`src/rtl/io_switch_debounce.sv`:
```
// Two-group switch input conditioner: 2-flop synchronizer plus debounce per group,
// zero-extended to 32 bits. Optional sticky change flags with IO_SWITCH_CHANGE_FLAG_EN.
module io_switch_debounce #(
  parameter int WIDTH           = 5,
  parameter int DEBOUNCE_CYCLES = 50000,
  parameter int CNT_W           = 16
) (
  input  logic             io_clk,
  input  logic             reset,
  input  logic [WIDTH-1:0] sw0_raw,
  input  logic [WIDTH-1:0] sw1_raw,
`ifdef IO_SWITCH_CHANGE_FLAG_EN
  input  logic [1:0]       in_changed_clr,
  output logic [1:0]       in_changed,
`endif
  output logic [31:0]      in_port0,
  output logic [31:0]      in_port1
);

  localparam logic [CNT_W-1:0] CNT_LAST = CNT_W'(DEBOUNCE_CYCLES - 1);

  logic [WIDTH-1:0] raw_w    [2];
  logic [WIDTH-1:0] stable_w [2];
`ifdef IO_SWITCH_CHANGE_FLAG_EN
  logic [1:0]       update_w;
`endif

  assign raw_w[0] = sw0_raw;
  assign raw_w[1] = sw1_raw;

  generate
    for (genvar gi = 0; gi < 2; gi++) begin : g_grp
      logic [WIDTH-1:0] s1_reg;
      logic [WIDTH-1:0] s2_reg;
      logic [WIDTH-1:0] cand_reg;
      logic [WIDTH-1:0] cand_next;
      logic [WIDTH-1:0] stable_reg;
      logic [WIDTH-1:0] stable_next;
      logic [CNT_W-1:0] cnt_reg;
      logic [CNT_W-1:0] cnt_next;

      // Any candidate change restarts the count, so bounces never reach the output.
      always_comb begin
        cand_next   = cand_reg;
        stable_next = stable_reg;
        cnt_next    = cnt_reg;
        if (s2_reg != cand_reg) begin
          cand_next = s2_reg;
          cnt_next  = '0;
        end else if (cand_reg != stable_reg) begin
          if (cnt_reg == CNT_LAST) begin
            stable_next = cand_reg;
            cnt_next    = '0;
          end else begin
            cnt_next = cnt_reg + 1'b1;
          end
        end else begin
          cnt_next = '0;
        end
      end

      always_ff @(posedge io_clk or posedge reset) begin
        if (reset) begin
          s1_reg     <= '0;
          s2_reg     <= '0;
          cand_reg   <= '0;
          cnt_reg    <= '0;
          stable_reg <= '0;
        end else begin
          s1_reg     <= raw_w[gi];
          s2_reg     <= s1_reg;
          cand_reg   <= cand_next;
          cnt_reg    <= cnt_next;
          stable_reg <= stable_next;
        end
      end

      assign stable_w[gi] = stable_reg;

`ifdef IO_SWITCH_CHANGE_FLAG_EN
      assign update_w[gi] = (s2_reg == cand_reg) && (cand_reg != stable_reg) &&
                            (cnt_reg == CNT_LAST);
`endif
    end
  endgenerate

  assign in_port0 = {{(32-WIDTH){1'b0}}, stable_w[0]};
  assign in_port1 = {{(32-WIDTH){1'b0}}, stable_w[1]};

`ifdef IO_SWITCH_CHANGE_FLAG_EN
  logic [1:0] in_changed_reg;

  // A set on the same edge as a clear takes precedence.
  always_ff @(posedge io_clk or posedge reset) begin
    if (reset) begin
      in_changed_reg <= 2'b00;
    end else begin
      in_changed_reg <= update_w | (in_changed_reg & ~in_changed_clr);
    end
  end

  assign in_changed = in_changed_reg;
`endif

endmodule

```
`config.mk`:
```
export PLATFORM = sky130hd
export DESIGN_NAME = io_switch_debounce
export DESIGN_NICKNAME = d
export VERILOG_FILES = /design/src/rtl/io_switch_debounce.sv
export SDC_FILE = /design/constraint.sdc
export NUM_CORES = 1
export LEC_CHECK = 0
export CELL_PAD_IN_SITES_DETAIL_PLACEMENT = 1
export CELL_PAD_IN_SITES_GLOBAL_PLACEMENT = 2
export CORE_MARGIN = 3
export CORE_UTILIZATION = 44
export DETAILED_ROUTE_END_ITERATION = 7
export DONT_BUFFER_PORTS = 1
export PLACE_DENSITY_LB_ADDON = 0.1
export SYNTH_ARGS = -nofsm -noshare
export SYNTH_HDL_FRONTEND = slang
export SYNTH_SLANG_ARGS = --single-unit
```
`constraint.sdc`:
```
create_clock -name io_clk -period 5.4 [get_ports io_clk]
set_clock_uncertainty 0.1 [all_clocks]
set_input_delay 0.54 -clock io_clk [delete_from_list [all_inputs] [get_ports io_clk]]
set_output_delay 0.54 -clock io_clk [all_outputs]
set_load 0.02 [all_outputs]
```
==> flow_metrics.py, run 1 <==
metrics = {
    "clock_network": {
        "postCtsSetupBuffers": 0,
        "tritoncts": "built",
        "cts_hold_buf": 0,
        "htree_num_levels": 3,
        "cts.clk_slew.worst_paths_ns": 0.09,
        "clock-root-buffer": "clkbuf_8",
        "cts_resized": 0,
        "clock-sinks": 72,
        "clockBufferDepth": 2,
        "insertion_delay_ns": 0.34,
        "numCtsBuffers": 9,
    },
    "floorplan": {
        "die_height_um": 95.3,
        "num_rows": 31,
        "start_util_pct": 46.9,
        "boundaryPins": 76,
        "fp.dieW_um": 95.3,
        "die_area_um2": 9090,
        "coreArea_um2": 7490,
    },
    "cells_and_area": {
        "multiInputGateArea_um2": 1410,
        "nets": 316,
        "largest_reg_flops": 32,
        "stdcell_count": 406,
        "antennaDiodeCount": 0,
        "drive_gt1_share_pct": 11.4,
        "seq_area_um2": 1800,
        "syn_to_final_growth_pct": 2.28,
        "fillers": 820,
        "design_area_um2": 3590,
    },
    "placement": {
        "gp_congestion": 0.727,
        "post-place-ws_ns": 2.84,
        "dp_cells": 390,
        "dp_hpwl_um": 4320,
        "placed_area_um2": 3370,
        "portBuffers": 0,
    },
    "synthesis": {
        "synth_cells": 310,
        "synth_edf_count": 0,
        "netlist_top_cells_count": "72 x dfrtp_1, 54 x buf_4, 26 x nor4_1, 23 x xor2_1, 21 x clkbuf_1",
        "synth.largest_area_cell": "dfrtp_1",
        "synthSimpleGateAreaFrac_pct": 17.6,
        "synth_top_area_share_pct": 51.3,
        "synth-async-reset-ratio_pct": 100,
        "ys.flop_type": "dfrtp_1",
        "ys_ff_latch": 72,
        "synthXorXnorAreaFrac_pct": 10.7,
        "yosysUniqueCellTypes": 31,
        "synthAdderAreaFrac_pct": 0.713,
        "muxShareOfSynthArea_pct": 3.21,
        "synth_top_family_by_area": "simple AND/OR/NAND/NOR gates",
        "synth.most_common_cell": "dfrtp_1",
        "yosys_warnings": 0,
        "synth.yosys.seq_area_share_pct": 51.3,
        "netlist_area_um2": 3510,
        "syn_avg_cell_area_um2": 11.3,
        "synth.area.top_cells": "dfrtp_1 51%, buf_4 12%, xor2_1 5.7%",
        "synth_compound_area_share_pct": 2.07,
    },
    "pwr": {
        "clock_power_share_pct": 43.0,
        "netSwitchingPower_mw": 0.271,
        "ir_drop_v": 0.000189,
        "p_per_area_nw_per_um2": 304,
        "p_leak_nw": 1.54,
        "p_comb_share_pct": 5.8,
        "seqPwrFrac_pct": 51.2,
        "p_sw_share_pct": 24.8,
        "p_int_mw": 0.822,
    },
    "setup_path": {
        "cp.required_ns": 5.53,
        "cp_slowest_stage_delay_ns": 0.58,
        "crit_path_end_kind": "flop",
        "reg2reg_from": "g_grp[1].cnt_reg[0]$_DFF_PP0_",
        "r2r_end": "g_grp[1].stable_reg[4]$_DFFE_PP0P_",
        "crit_slowest_cell": "and4_1",
        "timing.critical_path.fanout_max": 16,
        "arrival_ns": 2.67,
        "critPathBufInv": 0,
        "critical_path.startpoint_type": "flop",
        "r2r_cells": 5,
        "cp_top_family": "simple AND/OR/NAND/NOR gates",
        "regToRegSetupSlack_ns": 2.85,
        "crit_chain": "ha_1, and3_2, and4_1, nor4b_4, mux2_2",
        "path_class": "reg2reg",
    },
    "sta": {
        "min_period_ns": 2.55,
        "setup_viol": 0,
        "final_hold_viol_count": 0,
        "worst_slack_ns": 2.85,
        "maxSlewViolCount": 0,
        "relSlewSlack_pct": 39.4,
        "tightest_slew_ns": 0.909,
        "setup_tns_ns": 0,
        "post-route-period-util_pct": 47.2,
        "timing.fmax_mhz": 393,
        "grt_setup_unrepaired": "false",
    },
    "drt": {
        "drt-vias-per-instance": 5.10,
        "ant_nets": 0,
        "vias": 2072,
        "firstDrtPassIters": 4,
        "drc": 0,
        "drt_iter0_drc": 85,
        "wire_per_inst_um": 15.9,
        "routed_wl_um": 6450,
    },
    "grt": {
        "grt_pass1_vias": 2171,
        "antenna_found_initial": 0,
        "grt_pass1_wl_um": 11100,
        "grt_start_max_net_pins": 73,
        "grtUsageTotal_pct": 15.9,
        "grt-ovfl-total": 0,
    },
    "min_path": {
        "holdPathStages": 0,
        "hold_end": "g_grp[0].s1_reg[2]$_DFF_PP0_",
        "hp-start": "sw0_raw[2]",
        "min_path_type": "in2reg",
    },
    "flow_run": {
        "max_cap_violations": 0,
    },
    "status": {
        "outcome": "complete, no violations",
    },
}
routing by layer:
layer  part of all wire, %  track usage (%)  up-vias
met1                    46             21.4     1039
met4                  0.93             6.13        0
li1                      -                -      962
met2                    47             24.3       65
met5                     0                0        -
met3                   5.9             4.50        6
area by class of cell:
| type | count | share of cell area [%] |
|---|---|---|
| sequential | 72 | 50.2 |
| inverter | 4 | 0.418 |
| timing repair buffer | 3 | 0.627 |
| clock inverter | 6 | 2.54 |
| clock buffer | 10 | 3.55 |
| multi-input combinational | 212 | 39.2 |
| tap | 99 | 3.45 |
worst register-to-register path, delay by kind of cell (launching register included):
family                   cells  cell delay (ns)
flip-flops                   1             0.37
adder cells (fa/ha/maj)      1             0.27
AND/OR/NAND/NOR              3             1.31
multiplexers                 1             0.39
layout by cell type, fill, tap and decap left out, types with 3 or more instances in the layout:
| cell | count |
|---|---|
| and2_1 | 3 |
| nand2_1 | 9 |
| a2111oi_0 | 4 |
| xor2_1 | 23 |
| conb_1 | 54 |
| dfrtp_1 | 72 |
| xnor2_1 | 20 |
| nand4_1 | 12 |
| and3_1 | 4 |
| nor4_1 | 26 |
| nor4bb_1 | 3 |
| o21ai_0 | 4 |
| mux2_2 | 10 |
| clkbuf_8 | 9 |
| buf_4 | 3 |
| or3_1 | 6 |
| nor3_1 | 5 |
| and4_1 | 5 |
| nand3_1 | 10 |
| inv_1 | 3 |
kinds of logic after synthesis:
logic type               after synthesis
other                                  1
AO/OA/AOI/OAI                         10
XOR/XNOR                              43
AND/OR/NAND/NOR                       93
adder cells (fa/ha/maj)                2
multiplexers                          10
buffers and inverters                 79
flip-flops                            72
how the worst max path moves through the flow:
stage / from / to / slack [ns] / depth (start not counted)
2_1_floorplan: reset / g_grp[0].cand_reg[0]$_DFFE_PP0N_ / 2.94 / 1
3_3_place_gp: g_grp[1].cnt_reg[0]$_DFF_PP0_ / g_grp[1].stable_reg[4]$_DFFE_PP0P_ / 2.85 / 5
3_5_place_dp: g_grp[1].cnt_reg[0]$_DFF_PP0_ / g_grp[1].stable_reg[0]$_DFFE_PP0P_ / 2.84 / 5
4_1_cts: g_grp[1].cnt_reg[0]$_DFF_PP0_ / g_grp[1].stable_reg[0]$_DFFE_PP0P_ / 2.82 / 5
5_1_grt: g_grp[1].cnt_reg[0]$_DFF_PP0_ / g_grp[1].stable_reg[4]$_DFFE_PP0P_ / 2.69 / 5
6_report: g_grp[1].cnt_reg[0]$_DFF_PP0_ / g_grp[1].stable_reg[4]$_DFFE_PP0P_ / 2.85 / 5
per-stage QoR:
step           power, mW  hold slack, ns  util, %
2_1_floorplan      0.656           0.231        -
3_3_place_gp       0.632           0.231     45.0
3_5_place_dp       0.634           0.236     45.0
4_1_cts             1.11          0.0945     48.0
5_1_grt             1.15          0.0767     48.0
6_report            1.09           0.115     48.0
power by group through the flow:
stage	clock [mW]	sequential (mW)	combinational, mW
after floorplan	0	0.568	0.0885
after global placement	0	0.569	0.0632
after detailed placement	0	0.570	0.0637
after CTS	0.485	0.559	0.0638
after global routing	0.519	0.561	0.0707
final	0.470	0.559	0.0638
Power figures use the tool's default switching activity.
==> run 2: changes to the inputs <==
--- a/config.mk
+++ b/config.mk
@@ -8,7 +8,7 @@
 export CELL_PAD_IN_SITES_DETAIL_PLACEMENT = 1
 export CELL_PAD_IN_SITES_GLOBAL_PLACEMENT = 2
 export CORE_MARGIN = 3
-export CORE_UTILIZATION = 44
+export CORE_UTILIZATION = 36
 export DETAILED_ROUTE_END_ITERATION = 7
 export DONT_BUFFER_PORTS = 1
 export PLACE_DENSITY_LB_ADDON = 0.1
==> constraint.sdc (replaced) <==
create_clock -name io_clk -period 2.3 [get_ports io_clk]
set_clock_uncertainty 0.1 [all_clocks]
set_input_delay 0.23 -clock io_clk [delete_from_list [all_inputs] [get_ports io_clk]]
set_output_delay 0.23 -clock io_clk [all_outputs]
set_load 0.02 [all_outputs]
==> flow_metrics.py, run 2 (synthesized netlist as in run 1, its figures left out) <==
metrics = {
    "pwr": {
        "ir_drop_v": 0.000269,
        "seqPwrFrac_pct": 54.1,
        "p_sw_share_pct": 28.4,
        "p_per_area_nw_per_um2": 640,
        "p_int_mw": 1.74,
        "clock_power_share_pct": 38.7,
        "p_comb_share_pct": 7.2,
        "p_leak_nw": 1.60,
        "netSwitchingPower_mw": 0.687,
    },
    "clock_network": {
        "clock-sinks": 72,
        "tritoncts": "built",
        "htree_num_levels": 3,
        "clock-root-buffer": "clkbuf_8",
        "insertion_delay_ns": 0.35,
        "clockBufferDepth": 2,
        "cts.clk_slew.worst_paths_ns": 0.08,
        "numCtsBuffers": 9,
    },
    "setup_path": {
        "critical_path.startpoint_type": "flop",
        "crit_chain": "ha_1, nand2_1, or3_4, or4_1, a2111oi_2",
        "r2r_cells": 5,
        "path_class": "reg2reg",
        "cp_slowest_stage_delay_ns": 0.53,
        "crit_path_end_kind": "flop",
        "timing.critical_path.fanout_max": 4,
        "crit_slowest_cell": "or4_1",
        "arrival_ns": 2.26,
        "cp.depth": 5,
        "cp.required_ns": 2.44,
        "cp_top_family": "simple AND/OR/NAND/NOR gates",
        "critPathBufInv": 0,
    },
    "sta": {
        "final_hold_viol_count": 0,
        "maxSlewViolCount": 0,
        "relSlewSlack_pct": 58.6,
        "min_period_ns": 2.12,
        "setup_viol": 0,
        "tightest_slew_ns": 0.621,
        "post-route-period-util_pct": 92.2,
        "setup_tns_ns": 0,
        "timing.fmax_mhz": 472,
        "grt_setup_unrepaired": "false",
    },
    "grt": {
        "grt_start_max_net_pins": 35,
        "grt_pass1_wl_um": 12000,
        "grt-ovfl-total": 0,
        "grt_pass1_vias": 2290,
        "grtUsageTotal_pct": 13.8,
        "antenna_found_initial": 0,
    },
    "drt": {
        "firstDrtPassIters": 4,
        "met3_wirelength_um": 405,
        "routed_wl_um": 7080,
        "highest_layer": "met4",
        "drc": 0,
        "drt_iter0_drc": 62,
        "met2_length_um": 3360,
        "drt-vias-per-instance": 4.82,
        "wire_per_inst_um": 15.6,
        "wl_met1_um": 3200,
        "ant_nets": 0,
        "vias": 2188,
    },
    "floorplan": {
        "num_rows": 35,
        "fp.dieW_um": 105,
        "boundaryPins": 76,
        "die_area_um2": 11000,
        "die_height_um": 105,
        "coreArea_um2": 9370,
        "start_util_pct": 37.5,
    },
    "cells_and_area": {
        "layout_commonest_cell": "dfrtp_1",
        "drive_gt1_share_pct": 13.5,
        "final_cell_mix": "72 x dfrtp_1, 54 x conb_1, 26 x nor4_1, 23 x xor2_1, 20 x xnor2_1",
        "nets": 334,
        "antennaDiodeCount": 0,
        "syn_to_final_growth_pct": 7.84,
        "stdcell_count": 454,
        "largest_reg_flops": 32,
    },
    "placement": {
        "portBuffers": 0,
        "dp_cells": 427,
        "gp_congestion": 0.712,
        "dp_hpwl_um": 4780,
    },
    "status": {
        "outcome": "complete, no violations",
    },
    "min_path": {
        "min_path_type": "reg2reg",
        "holdPathStages": 0,
    },
    "flow_run": {
        "max_cap_violations": 0,
    },
}
## run 2: per-stage QoR
step	area (um2)	hold slack, ns	utilization [%]	power [mW]	worst slack [ns]
detailed placement	3490	0.113	37.2	1.50	0.0998
global placement	3490	0.0967	37.2	1.49	0.222
finish	3790	0.255	40.4	2.42	0.180
CTS	3770	0.257	40.3	2.46	0.0847
global route	3790	0.263	40.4	2.54	0.00449
floorplan	3710	0.161	-	1.54	0.145
## run 2: worst paths after layout
| path | from | end | slack (ns) |
|---|---|---|---|
| worst max-delay path | g_grp[1].cnt_reg[0]$_DFF_PP0_ | g_grp[1].cnt_reg[14]$_DFF_PP0_ | 0.18 |
| worst min-delay path | g_grp[1].s1_reg[3]$_DFF_PP0_ | g_grp[1].s2_reg[3]$_DFF_PP0_ | 0.25 |
| worst max register to register | g_grp[1].cnt_reg[0]$_DFF_PP0_ | g_grp[1].cnt_reg[14]$_DFF_PP0_ | 0.18 |
| worst min register to register | g_grp[1].s1_reg[3]$_DFF_PP0_ | g_grp[1].s2_reg[3]$_DFF_PP0_ | 0.25 |
| max in group asynchronous | reset | g_grp[1].cnt_reg[1]$_DFF_PP0_ | 1.06 |
| min in group asynchronous | reset | g_grp[0].cnt_reg[1]$_DFF_PP0_ | 0.30 |
## run 2: power by group through the flow
stage	clock network [mW]	registers, mW	logic [mW]
final	0.938	1.31	0.174
after global routing	1.03	1.32	0.193
after CTS	0.970	1.31	0.175
after detailed placement	0	1.34	0.160
after global placement	0	1.34	0.159
after floorplan	0	1.33	0.208
## run 2: metal layers
metal	global-route usage, %	vias to the layer above
li1	-	1000
met1	17.7	1121
met2	22.0	58
met3	3.71	9
met4	5.53	0
met5	0	-
## run 2: layout make-up
cell class	instances	area [um2]
inverters	4	15.0
clock inverters	6	50.0
well taps	129	161
fillers	1049	5590
multi-input cells	212	1420
repair buffers	21	210
flip-flops and latches	72	1800
clock buffers	10	128
## run 2: worst reg2reg max path: cells and delay by family, from the launching register on
kind            cells  cell delay (ns)
simple gates        3             0.97
fa+ha+maj           1             0.23
compound gates      1             0.36
flops               1             0.37
## run 2: repair_timing
| action | CTS | global route |
|---|---|---|
| hold endpoints to repair | 32 | 0 |
| hold buffers | 11 | 0 |
| endpoints found under the setup margin | 0 | 2 |
| setup buffers | 0 | 0 |
| resized for setup | 0 | 3 |
==> run 3: changes to the inputs <==
--- a/config.mk
+++ b/config.mk
@@ -11,6 +11,7 @@
 export CORE_UTILIZATION = 36
 export DETAILED_ROUTE_END_ITERATION = 7
 export DONT_BUFFER_PORTS = 1
+export MAX_ROUTING_LAYER = met4
 export PLACE_DENSITY_LB_ADDON = 0.1
 export SYNTH_ARGS = -nofsm -noshare
 export SYNTH_HDL_FRONTEND = slang
==> flow_metrics.py, run 3 (synthesized netlist as in run 1, its figures left out) <==
metrics = {
    "cells_and_area": {
        "final_cell_mix": "72 x dfrtp_1, 54 x conb_1, 26 x nor4_1, 23 x xor2_1, 20 x xnor2_1",
        "antennaDiodeCount": 0,
        "seq_area_um2": 1800,
        "syn_to_final_growth_pct": 7.84,
        "layout_commonest_cell": "dfrtp_1",
        "largest_reg_flops": 32,
        "stdcell_count": 454,
        "nets": 334,
        "multiInputGateArea_um2": 1420,
        "fillers": 1049,
        "drive_gt1_share_pct": 13.5,
    },
    "flow_run": {
        "max_cap_violations": 0,
    },
    "pwr": {
        "p_sw_share_pct": 28.5,
        "seqPwrFrac_pct": 54.1,
        "clock_power_share_pct": 38.8,
        "p_per_area_nw_per_um2": 641,
        "p_comb_share_pct": 7.2,
        "finalPower_mw": 2.43,
        "p_int_mw": 1.74,
        "p_leak_nw": 1.60,
        "netSwitchingPower_mw": 0.691,
        "ir_drop_v": 0.000271,
    },
    "setup_path": {
        "path_class": "reg2reg",
        "crit_slowest_cell": "or4_1",
        "crit_path_end_kind": "flop",
        "cp_slowest_stage_delay_ns": 0.53,
        "arrival_ns": 2.26,
        "timing.critical_path.fanout_max": 4,
        "crit_chain": "ha_1, nand2_1, or3_4, or4_1, a2111oi_2",
        "critical_path.startpoint_type": "flop",
        "cp.required_ns": 2.45,
    },
    "sta": {
        "post-route-period-util_pct": 92.0,
        "min_period_ns": 2.11,
        "setup_tns_ns": 0,
        "setup_viol": 0,
        "relSlewSlack_pct": 58.5,
        "grt_setup_unrepaired": "false",
        "final_hold_viol_count": 0,
        "maxSlewViolCount": 0,
        "timing.fmax_mhz": 473,
        "tightest_slew_ns": 0.622,
    },
    "drt": {
        "drt-vias-per-instance": 4.82,
        "ant_nets": 0,
        "wire_per_inst_um": 15.6,
        "firstDrtPassIters": 4,
        "routed_wl_um": 7080,
        "drc": 0,
        "vias": 2187,
        "drt_iter0_drc": 63,
    },
    "clock_network": {
        "postCtsSetupBuffers": 0,
        "tritoncts": "built",
        "cts.clk_slew.worst_paths_ns": 0.08,
        "numCtsBuffers": 9,
        "clock-sinks": 72,
        "insertion_delay_ns": 0.35,
        "clockBufferDepth": 2,
        "htree_num_levels": 3,
        "clock-root-buffer": "clkbuf_8",
    },
    "min_path": {
        "min_path_type": "reg2reg",
    },
    "floorplan": {
        "fp.dieW_um": 105,
        "coreArea_um2": 9370,
        "start_util_pct": 37.5,
        "num_rows": 35,
        "die_area_um2": 11000,
        "die_height_um": 105,
        "boundaryPins": 76,
    },
    "grt": {
        "antenna_found_initial": 0,
        "grt_pass1_wl_um": 12000,
        "grt-ovfl-total": 0,
        "grt_pass1_vias": 2281,
        "grtUsageTotal_pct": 14.2,
        "grt_start_max_net_pins": 35,
    },
    "placement": {
        "dp_cells": 427,
        "portBuffers": 0,
        "gp_congestion": 0.720,
        "dp_hpwl_um": 4780,
    },
    "status": {
        "outcome": "complete, no violations",
    },
}
## run 3: cell counts in the layout (fill, tap and decap cells not counted)
Identical to the previous run, type by type.
## run 3: final cells by class
class / count / area share, %
Sequential cell: 72 / 47.6
Timing Repair Buffer: 21 / 5.55
Clock inverter: 6 / 1.32
Tap cell: 129 / 4.26
Multi-Input combinational cell: 212 / 37.5
Clock buffer: 10 / 3.37
Inverter: 4 / 0.397
## run 3: through the flow
stage / cell area (um2) / hold WS [ns] / utilization [%] / setup slack (ns)
2_1_floorplan: 3710 / 0.161 / - / 0.145
3_3_place_gp: 3490 / 0.0967 / 37.2 / 0.222
3_5_place_dp: 3490 / 0.113 / 37.2 / 0.0998
4_1_cts: 3770 / 0.257 / 40.3 / 0.0847
5_1_grt: 3790 / 0.263 / 40.4 / 0.00443
6_report: 3790 / 0.255 / 40.4 / 0.185
## run 3: worst paths after layout
check,to,slack [ns],startpoint,cells after the start
worst max-delay path,g_grp[1].cnt_reg[14]$_DFF_PP0_,0.19,g_grp[1].cnt_reg[0]$_DFF_PP0_,5
worst min-delay path,g_grp[1].s2_reg[3]$_DFF_PP0_,0.25,g_grp[1].s1_reg[3]$_DFF_PP0_,0
worst max register to register,g_grp[1].cnt_reg[14]$_DFF_PP0_,0.19,g_grp[1].cnt_reg[0]$_DFF_PP0_,5
worst min register to register,g_grp[1].s2_reg[3]$_DFF_PP0_,0.25,g_grp[1].s1_reg[3]$_DFF_PP0_,0
max in group asynchronous,g_grp[1].cnt_reg[1]$_DFF_PP0_,1.07,reset,4
min in group asynchronous,g_grp[0].cnt_reg[1]$_DFF_PP0_,0.29,reset,2
## run 3: metal layers
layer / global-route usage [%] / up-vias / part of all wire [%]
met4: 4.12 / 0 / 1.0
met3: 4.51 / 8 / 6.3
met1: 17.8 / 1117 / 46
li1: - / 1002 / -
met2: 22.0 / 60 / 47
met5: - / - / 0
## run 3: worst max-delay path, delay by kind of cell (launching register included)
kind                     cells  cell delay [ns]
AO/OA/AOI/OAI                1             0.35
adder cells (fa/ha/maj)      1             0.23
flip-flops                   1             0.37
AND/OR/NAND/NOR              3             0.97
## run 3: timing repair
item                                    CTS  global route
hold endpoints to repair                 32             0
hold buffers                             11             0
endpoints found under the setup margin    0             2
resized for setup                         0             3
## run 3: power groups by stage
stage / clock (mW) / sequential, mW / combinational [mW]
4_1_cts: 0.970 / 1.31 / 0.175
3_5_place_dp: 0 / 1.34 / 0.160
6_report: 0.941 / 1.31 / 0.174
3_3_place_gp: 0 / 1.34 / 0.159
2_1_floorplan: 0 / 1.33 / 0.208
5_1_grt: 1.04 / 1.32 / 0.193
